===== src/rtl/lvds_rx_word_align_pkg.sv =====
`default_nettype none
// lvds_rx_word_align_pkg -- state encoding, comma constants and comma matcher for the word aligner.
// Rev 1.0
package lvds_rx_word_align_pkg;

  typedef enum logic [2:0] {
    ST_SEARCH  = 3'd0,
    ST_SLIP    = 3'd1,
    ST_SETTLE  = 3'd2,
    ST_ACQUIRE = 3'd3,
    ST_SYNC    = 3'd4
  } state_t;

  localparam logic [7:0] K28_5 = 8'hBC;
  localparam logic [7:0] K28_1 = 8'h3C;
  localparam logic [7:0] K28_7 = 8'hFC;

  // A comma only counts when the decoder reports the group as clean.
  function automatic logic is_comma(input logic [7:0] grp, input logic ctrl, input logic invalid);
    return ctrl && !invalid && ((grp == K28_5) || (grp == K28_1) || (grp == K28_7));
  endfunction

endpackage
`default_nettype wire


===== src/rtl/lvds_rx_word_align_err_monitor.sv =====
`default_nettype none
// lvds_rx_err_monitor -- in-sync error/good-run hysteresis; flags loss of sync on the error that reaches LOSS_ERRS.
// Rev 1.0
module lvds_rx_err_monitor #(
  parameter int LOSS_ERRS = 4,
  parameter int GOOD_RUN  = 4
) (
  input  logic clk,
  input  logic rst_n,
  input  logic clear,
  input  logic strobe,
  input  logic invalid,
  output logic lose_sync
);

  localparam logic [3:0] LOSS_TARGET = 4'(LOSS_ERRS);
  localparam logic [3:0] GOOD_TARGET = 4'(GOOD_RUN);

  logic [3:0] err_cnt;
  logic [3:0] err_nxt;
  logic [3:0] good_cnt;
  logic [3:0] good_nxt;

  assign lose_sync = strobe && !clear && invalid && ((err_cnt + 4'd1) == LOSS_TARGET);

  always_comb begin
    err_nxt  = err_cnt;
    good_nxt = good_cnt;
    if (clear || lose_sync) begin
      err_nxt  = 4'd0;
      good_nxt = 4'd0;
    end else if (strobe) begin
      if (invalid) begin
        err_nxt  = err_cnt + 4'd1;
        good_nxt = 4'd0;
      end else if (((good_cnt + 4'd1) == GOOD_TARGET) && (err_cnt != 4'd0)) begin
        err_nxt  = err_cnt - 4'd1;
        good_nxt = 4'd0;
      end else if (good_cnt != GOOD_TARGET) begin
        // With no errors outstanding the run length just parks at GOOD_RUN.
        good_nxt = good_cnt + 4'd1;
      end
    end
  end

  always_ff @(posedge clk or negedge rst_n) begin
    if (!rst_n) begin
      err_cnt  <= 4'd0;
      good_cnt <= 4'd0;
    end else begin
      err_cnt  <= err_nxt;
      good_cnt <= good_nxt;
    end
  end

endmodule
`default_nettype wire


===== src/rtl/lvds_rx_word_align.sv =====
`default_nettype none
// lvds_rx_word_align -- comma hunt and bit-slip alignment controller for the SGMII LVDS receive path.
// Rev 1.0
module lvds_rx_word_align
  import lvds_rx_word_align_pkg::*;
#(
  parameter int SEARCH_WINDOW = 64,
  parameter int SLIP_SETTLE   = 8,
  parameter int ACQ_COMMAS    = 3,
  parameter int LOSS_ERRS     = 4,
  parameter int GOOD_RUN      = 4
) (
  input  logic       i_Clk,
  input  logic       i_ARst_L,
  input  logic       i_Enable,
  input  logic [7:0] i8_RxCodeGroup,
  input  logic       i_RxCodeCtrl,
  input  logic       i_RxCodeInvalid,
  output logic       o_RxBitSlip,
  output logic       o_Synced,
  output logic [7:0] o8_SlipCnt,
  output logic [2:0] o3_State
);

  localparam logic [7:0] WIN_LAST    = 8'(SEARCH_WINDOW - 1);
  localparam logic [7:0] SETTLE_LAST = 8'(SLIP_SETTLE - 1);
  localparam logic [3:0] ACQ_TARGET  = 4'(ACQ_COMMAS);

  state_t     state;
  state_t     state_nxt;
  logic [7:0] win;
  logic [7:0] win_nxt;
  logic [7:0] settle;
  logic [7:0] settle_nxt;
  logic [7:0] slip_cnt;
  logic [7:0] slip_cnt_nxt;
  logic [3:0] comma_cnt;
  logic [3:0] comma_cnt_nxt;
  logic       slip;
  logic       slip_nxt;
  logic       synced;
  logic       synced_nxt;
  logic       comma;
  logic       mon_active;
  logic       lose_sync;

  assign comma      = is_comma(i8_RxCodeGroup, i_RxCodeCtrl, i_RxCodeInvalid);
  assign mon_active = i_Enable && (state == ST_SYNC);

  lvds_rx_err_monitor #(
    .LOSS_ERRS (LOSS_ERRS),
    .GOOD_RUN  (GOOD_RUN)
  ) u_err_mon (
    .clk       (i_Clk),
    .rst_n     (i_ARst_L),
    .clear     (!mon_active),
    .strobe    (mon_active),
    .invalid   (i_RxCodeInvalid),
    .lose_sync (lose_sync)
  );

  always_comb begin
    state_nxt     = state;
    win_nxt       = win;
    settle_nxt    = settle;
    slip_cnt_nxt  = slip_cnt;
    comma_cnt_nxt = comma_cnt;
    slip_nxt      = 1'b0;
    if (!i_Enable) begin
      state_nxt     = ST_SEARCH;
      win_nxt       = 8'd0;
      settle_nxt    = 8'd0;
      comma_cnt_nxt = 4'd0;
    end else begin
      case (state)
        ST_SEARCH: begin
          if (comma) begin
            comma_cnt_nxt = 4'd1;
            win_nxt       = 8'd0;
            state_nxt     = (ACQ_TARGET == 4'd1) ? ST_SYNC : ST_ACQUIRE;
          end else if (win == WIN_LAST) begin
            win_nxt   = 8'd0;
            state_nxt = ST_SLIP;
          end else begin
            win_nxt = win + 8'd1;
          end
        end
        ST_SLIP: begin
          slip_nxt = 1'b1;
          if (slip_cnt != 8'hFF) slip_cnt_nxt = slip_cnt + 8'd1;
          settle_nxt = 8'd0;
          state_nxt  = ST_SETTLE;
        end
        ST_SETTLE: begin
          // Groups here still carry the old alignment through the decoder pipeline.
          if (settle == SETTLE_LAST) begin
            settle_nxt = 8'd0;
            win_nxt    = 8'd0;
            state_nxt  = ST_SEARCH;
          end else begin
            settle_nxt = settle + 8'd1;
          end
        end
        ST_ACQUIRE: begin
          if (i_RxCodeInvalid) begin
            win_nxt       = 8'd0;
            comma_cnt_nxt = 4'd0;
            state_nxt     = ST_SLIP;
          end else if (comma) begin
            comma_cnt_nxt = comma_cnt + 4'd1;
            win_nxt       = 8'd0;
            if ((comma_cnt + 4'd1) == ACQ_TARGET) state_nxt = ST_SYNC;
          end else if (win == WIN_LAST) begin
            win_nxt       = 8'd0;
            comma_cnt_nxt = 4'd0;
            state_nxt     = ST_SLIP;
          end else begin
            win_nxt = win + 8'd1;
          end
        end
        ST_SYNC: begin
          if (lose_sync) begin
            win_nxt       = 8'd0;
            comma_cnt_nxt = 4'd0;
            state_nxt     = ST_SEARCH;
          end
        end
        default: begin
          state_nxt = ST_SEARCH;
        end
      endcase
    end
    synced_nxt = (state_nxt == ST_SYNC);
  end

  always_ff @(posedge i_Clk or negedge i_ARst_L) begin
    if (!i_ARst_L) begin
      state     <= ST_SEARCH;
      win       <= 8'd0;
      settle    <= 8'd0;
      slip_cnt  <= 8'd0;
      comma_cnt <= 4'd0;
      slip      <= 1'b0;
      synced    <= 1'b0;
    end else begin
      state     <= state_nxt;
      win       <= win_nxt;
      settle    <= settle_nxt;
      slip_cnt  <= slip_cnt_nxt;
      comma_cnt <= comma_cnt_nxt;
      slip      <= slip_nxt;
      synced    <= synced_nxt;
    end
  end

  assign o_RxBitSlip = slip;
  assign o_Synced    = synced;
  assign o8_SlipCnt  = slip_cnt;
  assign o3_State    = state;

endmodule
`default_nettype wire

===== config.mk =====
export PLATFORM = sky130hd
export DESIGN_NAME = lvds_rx_word_align
export DESIGN_NICKNAME = d
export VERILOG_FILES = /design/src/rtl/lvds_rx_word_align_pkg.sv /design/src/rtl/lvds_rx_word_align_err_monitor.sv /design/src/rtl/lvds_rx_word_align.sv
export SDC_FILE = /design/constraint.sdc
export NUM_CORES = 1
export LEC_CHECK = 0
export CAP_MARGIN = 20
export CORE_UTILIZATION = 60
export DETAILED_ROUTE_END_ITERATION = 6
export PLACE_DENSITY = 0.84
export SETUP_SLACK_MARGIN = 0.05
export SLEW_MARGIN = 5
export SYNTH_ARGS = -nofsm -noshare
export SYNTH_HDL_FRONTEND = slang
export SYNTH_SLANG_ARGS = --single-unit

===== constraint.sdc =====
create_clock -name i_Clk -period 4.72 [get_ports i_Clk]
set_input_delay 1.18 -clock i_Clk [delete_from_list [all_inputs] [get_ports i_Clk]]
set_output_delay 1.18 -clock i_Clk [all_outputs]
set_load 0.02 [all_outputs]

==> qor.yml, run 1 <==
dieArea_mm2: 0.00445
initial_utilization: 0.628
grt_max_degree: 42
yosysMostFrequentCell: "dfrtp_1"
wl_per_cell_um: 14.8
cts_hold_buf: 0
cap_violations: 0
regArea_mm2: 0.00103
ctsHtreeMaxLevel: 2
synth_top_area_frac: 0.409
setup_ws_ns: 1.37
max_stage_delay_ns: 0.82
cts_tree: "done"
grt_usage: 0.245
timing.hold.ws_ns: 0.512
synth.avg_cell_area_um2: 9.89
final-setup-viol-count: 0
synthArstFlopShare: 1.00
ioPinCount: 26
relSlewSlack: 0.339
synth_compound_area_frac: 0.192
final_util: 0.719
syn_nets: 277
tightest_slew_ns: 0.986
cp-start-kind: "input pin"
path_clk_slew_ns: 0.08
post-route-period-util: 0.709
muxShareOfSynthArea: 0.0130
synth_top_family_by_area: "simple AND/OR/NAND/NOR gates"
ys_types: 60
synth.area.top_cells: "dfrtp_1, ha_1, xnor2_1"
die_w_um: 66.7
slew_viol_final: 0
cp_num_buf_inv: 1
n_fill_cell: 299
outcome: "finished, final reports clean"
dpl.hpwl_mm: 3.42
dr.pass1.iters: 4
grt_overflow: 0
numPortBuffers: 25
nets: 301
period_minus_slack_ns: 3.35
grt_pass1_vias: 1769
clk_latency_ns: 0.30
synth_seq_area_share: 0.409
cts.repair.resized: 0
post_cts_buffers: 0
die_h_um: 66.7
hold_depth: 1
hold_viol: 0
cpLargestDelayFamily: "compound AO/OA/AOI/OAI gates"
vias_per_cell: 6.04
path_depth: 5
crit_chain: "clkdlybuf4s50_1 > nand2_1 > o31ai_2 > nand3_2 > mux2_1"
finClkSkew_ns: 0.00823
synth_top_area_cell: "dfrtp_1"
dp_slack_ns: 1.03
synth_xor_area_frac: 0.0558
drc: 0
multiInputGateArea_mm2: 0.00140
ys.flop_type: "dfrtp_1"
rsz0062_at_grt: "false"
worstHoldPathType: "register to register"
path_class: "input pin to register"
cts_inserted_buffers: 5
worstPathArrival_ns: 3.54
drtIter0Drc: 126
synth_edf_count: 0
end_kind: "register"
synth_cells: 254
max_freq_ghz: 0.299
critPathMaxFanout: 15
drive_above_1_share: 0.104
rows: 23
wl_mm: 4.86
place_congestion: 0.847
crit_required_ns: 4.91
root_buffer: "clkbuf_8"
area_growth_pct: 14.5
synth_fa_ha_area_frac: 0.0498
ir_drop_mv: 0.182
p_per_area_mw_per_mm2: 234
synth_simple_gate_area_frac: 0.247
grt_pass1_wl_mm: 8.20
ys_ff_latch: 41
ys_warn_count: 0
leakage_nw: 1.19
cp_slowest_cell: "o31ai_2"
antenna_left: 0
r2r_cells: 6
core_region_area_mm2: 0.00400
num_vias: 1980
cts_buffer_depth: 2
antennaDiodeCount: 0
total_power_mw: 0.673
synth_common_cells: "dfrtp_1, nor2_1, nand2_1, o21ai_0, a21oi_1"
antenna_found_initial: 0
finalSetupTns_ns: 0
numClockSinks: 41
synth_area_mm2: 0.00251
-- path summary, 6_finish.rpt --
| kind | from | slack [ns] | to |
|---|---|---|---|
| setup / recovery | i_RxCodeInvalid | 1.37 | comma_cnt[0]$_DFFE_PN0P_ |
| hold / removal | o8_SlipCnt[4]$_DFFE_PN0P_ | 0.51 | o8_SlipCnt[4]$_DFFE_PN0P_ |
| setup reg to reg | u_err_mon.err_cnt[1]$_DFFE_PN0P_ | 2.22 | comma_cnt[0]$_DFFE_PN0P_ |
| hold reg to reg | o8_SlipCnt[4]$_DFFE_PN0P_ | 0.51 | o8_SlipCnt[4]$_DFFE_PN0P_ |
| max in group asynchronous | i_ARst_L | 3.15 | u_err_mon.good_cnt[0]$_DFFE_PN0P_ |
| min in group asynchronous | i_ARst_L | 1.00 | win[3]$_DFFE_PN0P_ |
-- state kept, by name (all words and copies together), names as in the netlist --
| signal | flops |
|---|---|
| u_err_mon.good_cnt | 4 |
| o8_SlipCnt | 8 |
| settle | 8 |
| o3_State | 3 |
| comma_cnt | 4 |
| o_Synced | 1 |
| win | 8 |
| u_err_mon.err_cnt | 4 |
| o_RxBitSlip | 1 |
-- logic make-up (layout without fill, tap and decap cells) --
kind of cell | Yosys count | count (layout)
fa+ha+maj | 10 | 10
simple gates | 105 | 105
flops | 41 | 41
xor+xnor | 16 | 16
compound gates | 62 | 62
mux | 3 | 3
buf+inv | 17 | 41
-- power breakdown --
part           internal, mW  switching [mW]  total (mW)  leakage [nW]
Combinational        0.0183          0.0199      0.0382         0.569
Clock                 0.154           0.121       0.275        0.0540
Sequential            0.354         0.00486       0.359         0.568
-- worst register-to-register path, delay by kind of cell, from the launching register on --
family	cells	cell delay (ns)
compound gates	2	0.97
fa+ha+maj	1	0.25
flops	1	0.46
mux	2	0.49
simple gates	1	0.24
-- cells in the final DEF, fill, tap and decap left out, drive strengths merged, types with 3 or more instances in the layout --
cell / n
nor2: 19
dfrtp: 41
xnor2: 9
or3: 4
nand2b: 3
nand3: 11
o2bb2ai: 8
a21boi: 7
and3: 7
nand3b: 5
nor3: 6
nor4: 4
clkdlybuf4s50: 24
a21oi: 11
nor3b: 4
xor2: 7
o21ai: 14
nor2b: 7
nand2: 16
o211ai: 3
nand4: 7
clkbuf: 5
inv: 8
ha: 10
-- per-layer routing --
| layer | GRT usage | part of all wire |
|---|---|---|
| met1 | 0.322 | 0.48 |
| met2 | 0.404 | 0.47 |
| met3 | 0.0514 | 0.036 |
| met4 | 0.0718 | 0.011 |
| met5 | 0 | 0 |
-- per-stage QoR --
step / area (um2) / cells
after floorplan: 2510 / 254
after CTS: 2880 / 328
after detailed placement: 2770 / 321
after global routing: 2880 / 328
after global placement: 2770 / 321
final: 2880 / 328
-- area by class of cell --
| cell class | instances | share of cell area |
|---|---|---|
| clock buffer | 5 | 0.0239 |
| clock inverter | 2 | 0.0122 |
| inverter | 8 | 0.0104 |
| multi-input combinational | 196 | 0.487 |
| sequential | 41 | 0.357 |
| tap | 50 | 0.0218 |
| timing repair buffer | 26 | 0.0879 |
(Power assumes the default switching activity.)
==> run 2, diff against run 1 <==
Settings changed: CORE_UTILIZATION 60 to 57, PLACE_DENSITY 0.84 to 0.8.
Clock period 4.72 ns to 3.09 ns, I/O delays scaled along.
==> run 2 against run 1 <==
Combinational power increased by 60%. Clock power increased by 64%. Setup slack got worse by 0.82 ns. Sequential share of layout area decreased by 0.43 points. Global-route usage decreased by 1.5 points. Cell area increased by 1.2%. Total power increased by 58%. Sequential cell count unchanged. Critical endpoint is now o3_State[1]. Highest routed layer unchanged.
==> qor.yml, run 2 (same netlist as run 1, synthesis figures left out) <==
cp_num_buf_inv: 1
drive_above_1_share: 0.113
timing.hold.ws_ns: 0.524
total_power_mw: 1.06
max_stage_delay_ns: 0.74
slew_viol_final: 0
drc: 0
nets: 304
cts_tree: "done"
instances_no_fill: 332
numClockSinks: 41
grt_usage: 0.230
dp.cells: 324
path_clk_slew_ns: 0.09
setup_ws_ns: 0.557
dpl.hpwl_mm: 3.41
cts_inserted_buffers: 5
rsz0062_at_grt: "false"
cp_slowest_cell: "dfrtp_1"
path_depth: 1
wl_mm: 4.77
tightest_slew_ns: 0.911
ctsHtreeMaxLevel: 2
period_minus_slack_ns: 2.53
numPortBuffers: 25
hold_viol: 0
final-setup-viol-count: 0
whs_endpoint: "o8_SlipCnt[4]$_DFFE_PN0P_"
wl_per_cell_um: 14.4
dieArea_mm2: 0.00468
layout_commonest_cell: "dfrtp_1"
r2r_setup_slack_ns: 0.65
ioPinCount: 26
crit_chain: "clkdlybuf4s50_1"
placed_area_mm2: 0.00279
max_freq_ghz: 0.395
p_per_area_mw_per_mm2: 364
dr.pass1.iters: 4
end_kind: "output pin"
post-route-period-util: 0.820
drtIter0Drc: 175
grt_pass1_wl_mm: 7.98
worstHoldPathType: "register to register"
relSlewSlack: 0.392
die_w_um: 68.4
worstReg2RegEnd: "comma_cnt[0]$_DFFE_PN0P_"
initial_utilization: 0.610
layout_common_cells: "dfrtp_1, clkdlybuf4s50_1, nor2_1, o21ai_0, nand2_1"
r2r_start: "u_err_mon.err_cnt[1]$_DFFE_PN0P_"
ir_drop_mv: 0.282
min_from: "o8_SlipCnt[4]$_DFFE_PN0P_"
outcome: "finished, final reports clean"
antenna_left: 0
cts_buffer_depth: 2
core_region_area_mm2: 0.00412
r2r_cells: 6
dp_slack_ns: 0.228
clk_latency_ns: 0.30
critPathMaxFanout: 18
num_vias: 1961
gr-usage-met1: 0.315
finClkSkew_ns: 0.0145
grt_overflow: 0
rows: 23
cpLargestDelayFamily: "flip-flops"
die_h_um: 68.4
path_class: "register to output pin"
cp-start-kind: "register"
area_growth_pct: 15.9
final_util: 0.707
grt_max_degree: 42
cts_hold_buf: 0
postLayoutCellArea_mm2: 0.00291
leakage_nw: 1.21
post_cts_buffers: 0
crit_required_ns: 2.32
cts.repair.resized: 0
cap_violations: 0
worstPathArrival_ns: 1.76
hold_depth: 1
grt_use_met2: 0.358
grt_use_met3: 0.0433
finalSetupTns_ns: 0
antennaDiodeCount: 0
busiest_layer: "met2"
grt_pass1_vias: 1763
vias_per_cell: 5.91
root_buffer: "clkbuf_8"
antenna_found_initial: 0
place_congestion: 0.807
## run 2: changes by cell type in the layout (fill, tap and decap cells not counted), sizes merged
| cell | delta |
|---|---|
| buf | +3 |
| clkbuf | +2 |
| clkinv | -1 |
## run 2: how the worst max path moves through the flow
stage                                from                         to  slack, ns
global placement          i_RxCodeInvalid   comma_cnt[0]$_DFFE_PN0P_       0.31
detailed placement        i_RxCodeInvalid   comma_cnt[0]$_DFFE_PN0P_       0.23
CTS                 o3_State[1]$_DFF_PN0_                o3_State[1]       0.54
finish              o3_State[1]$_DFF_PN0_                o3_State[1]       0.56
floorplan                        i_Enable  o8_SlipCnt[1]$_DFFE_PN0P_       1.06
global route              i_RxCodeInvalid   comma_cnt[0]$_DFFE_PN0P_       0.40
## run 2: final cells by class
class / instances / area [um2]
Timing Repair Buffer: 29 / 275
Inverter: 8 / 30.0
Multi-Input combinational cell: 196 / 1400
Tap cell: 50 / 62.6
Clock buffer: 7 / 86.3
Clock inverter: 1 / 30.0
Fill cell: 314 / 1200
Sequential cell: 41 / 1030
## run 2: power breakdown
part           internal [mW]  switching [mW]
Combinational         0.0307          0.0306
Clock                  0.263           0.187
Sequential             0.541         0.00765
Total                  0.836           0.225
## run 2: layer usage
layer	routed length, um	vias to the layer above
li1	-	985
met4	68	0
met3	159	7
met2	2270	29
met5	0	-
met1	2280	940
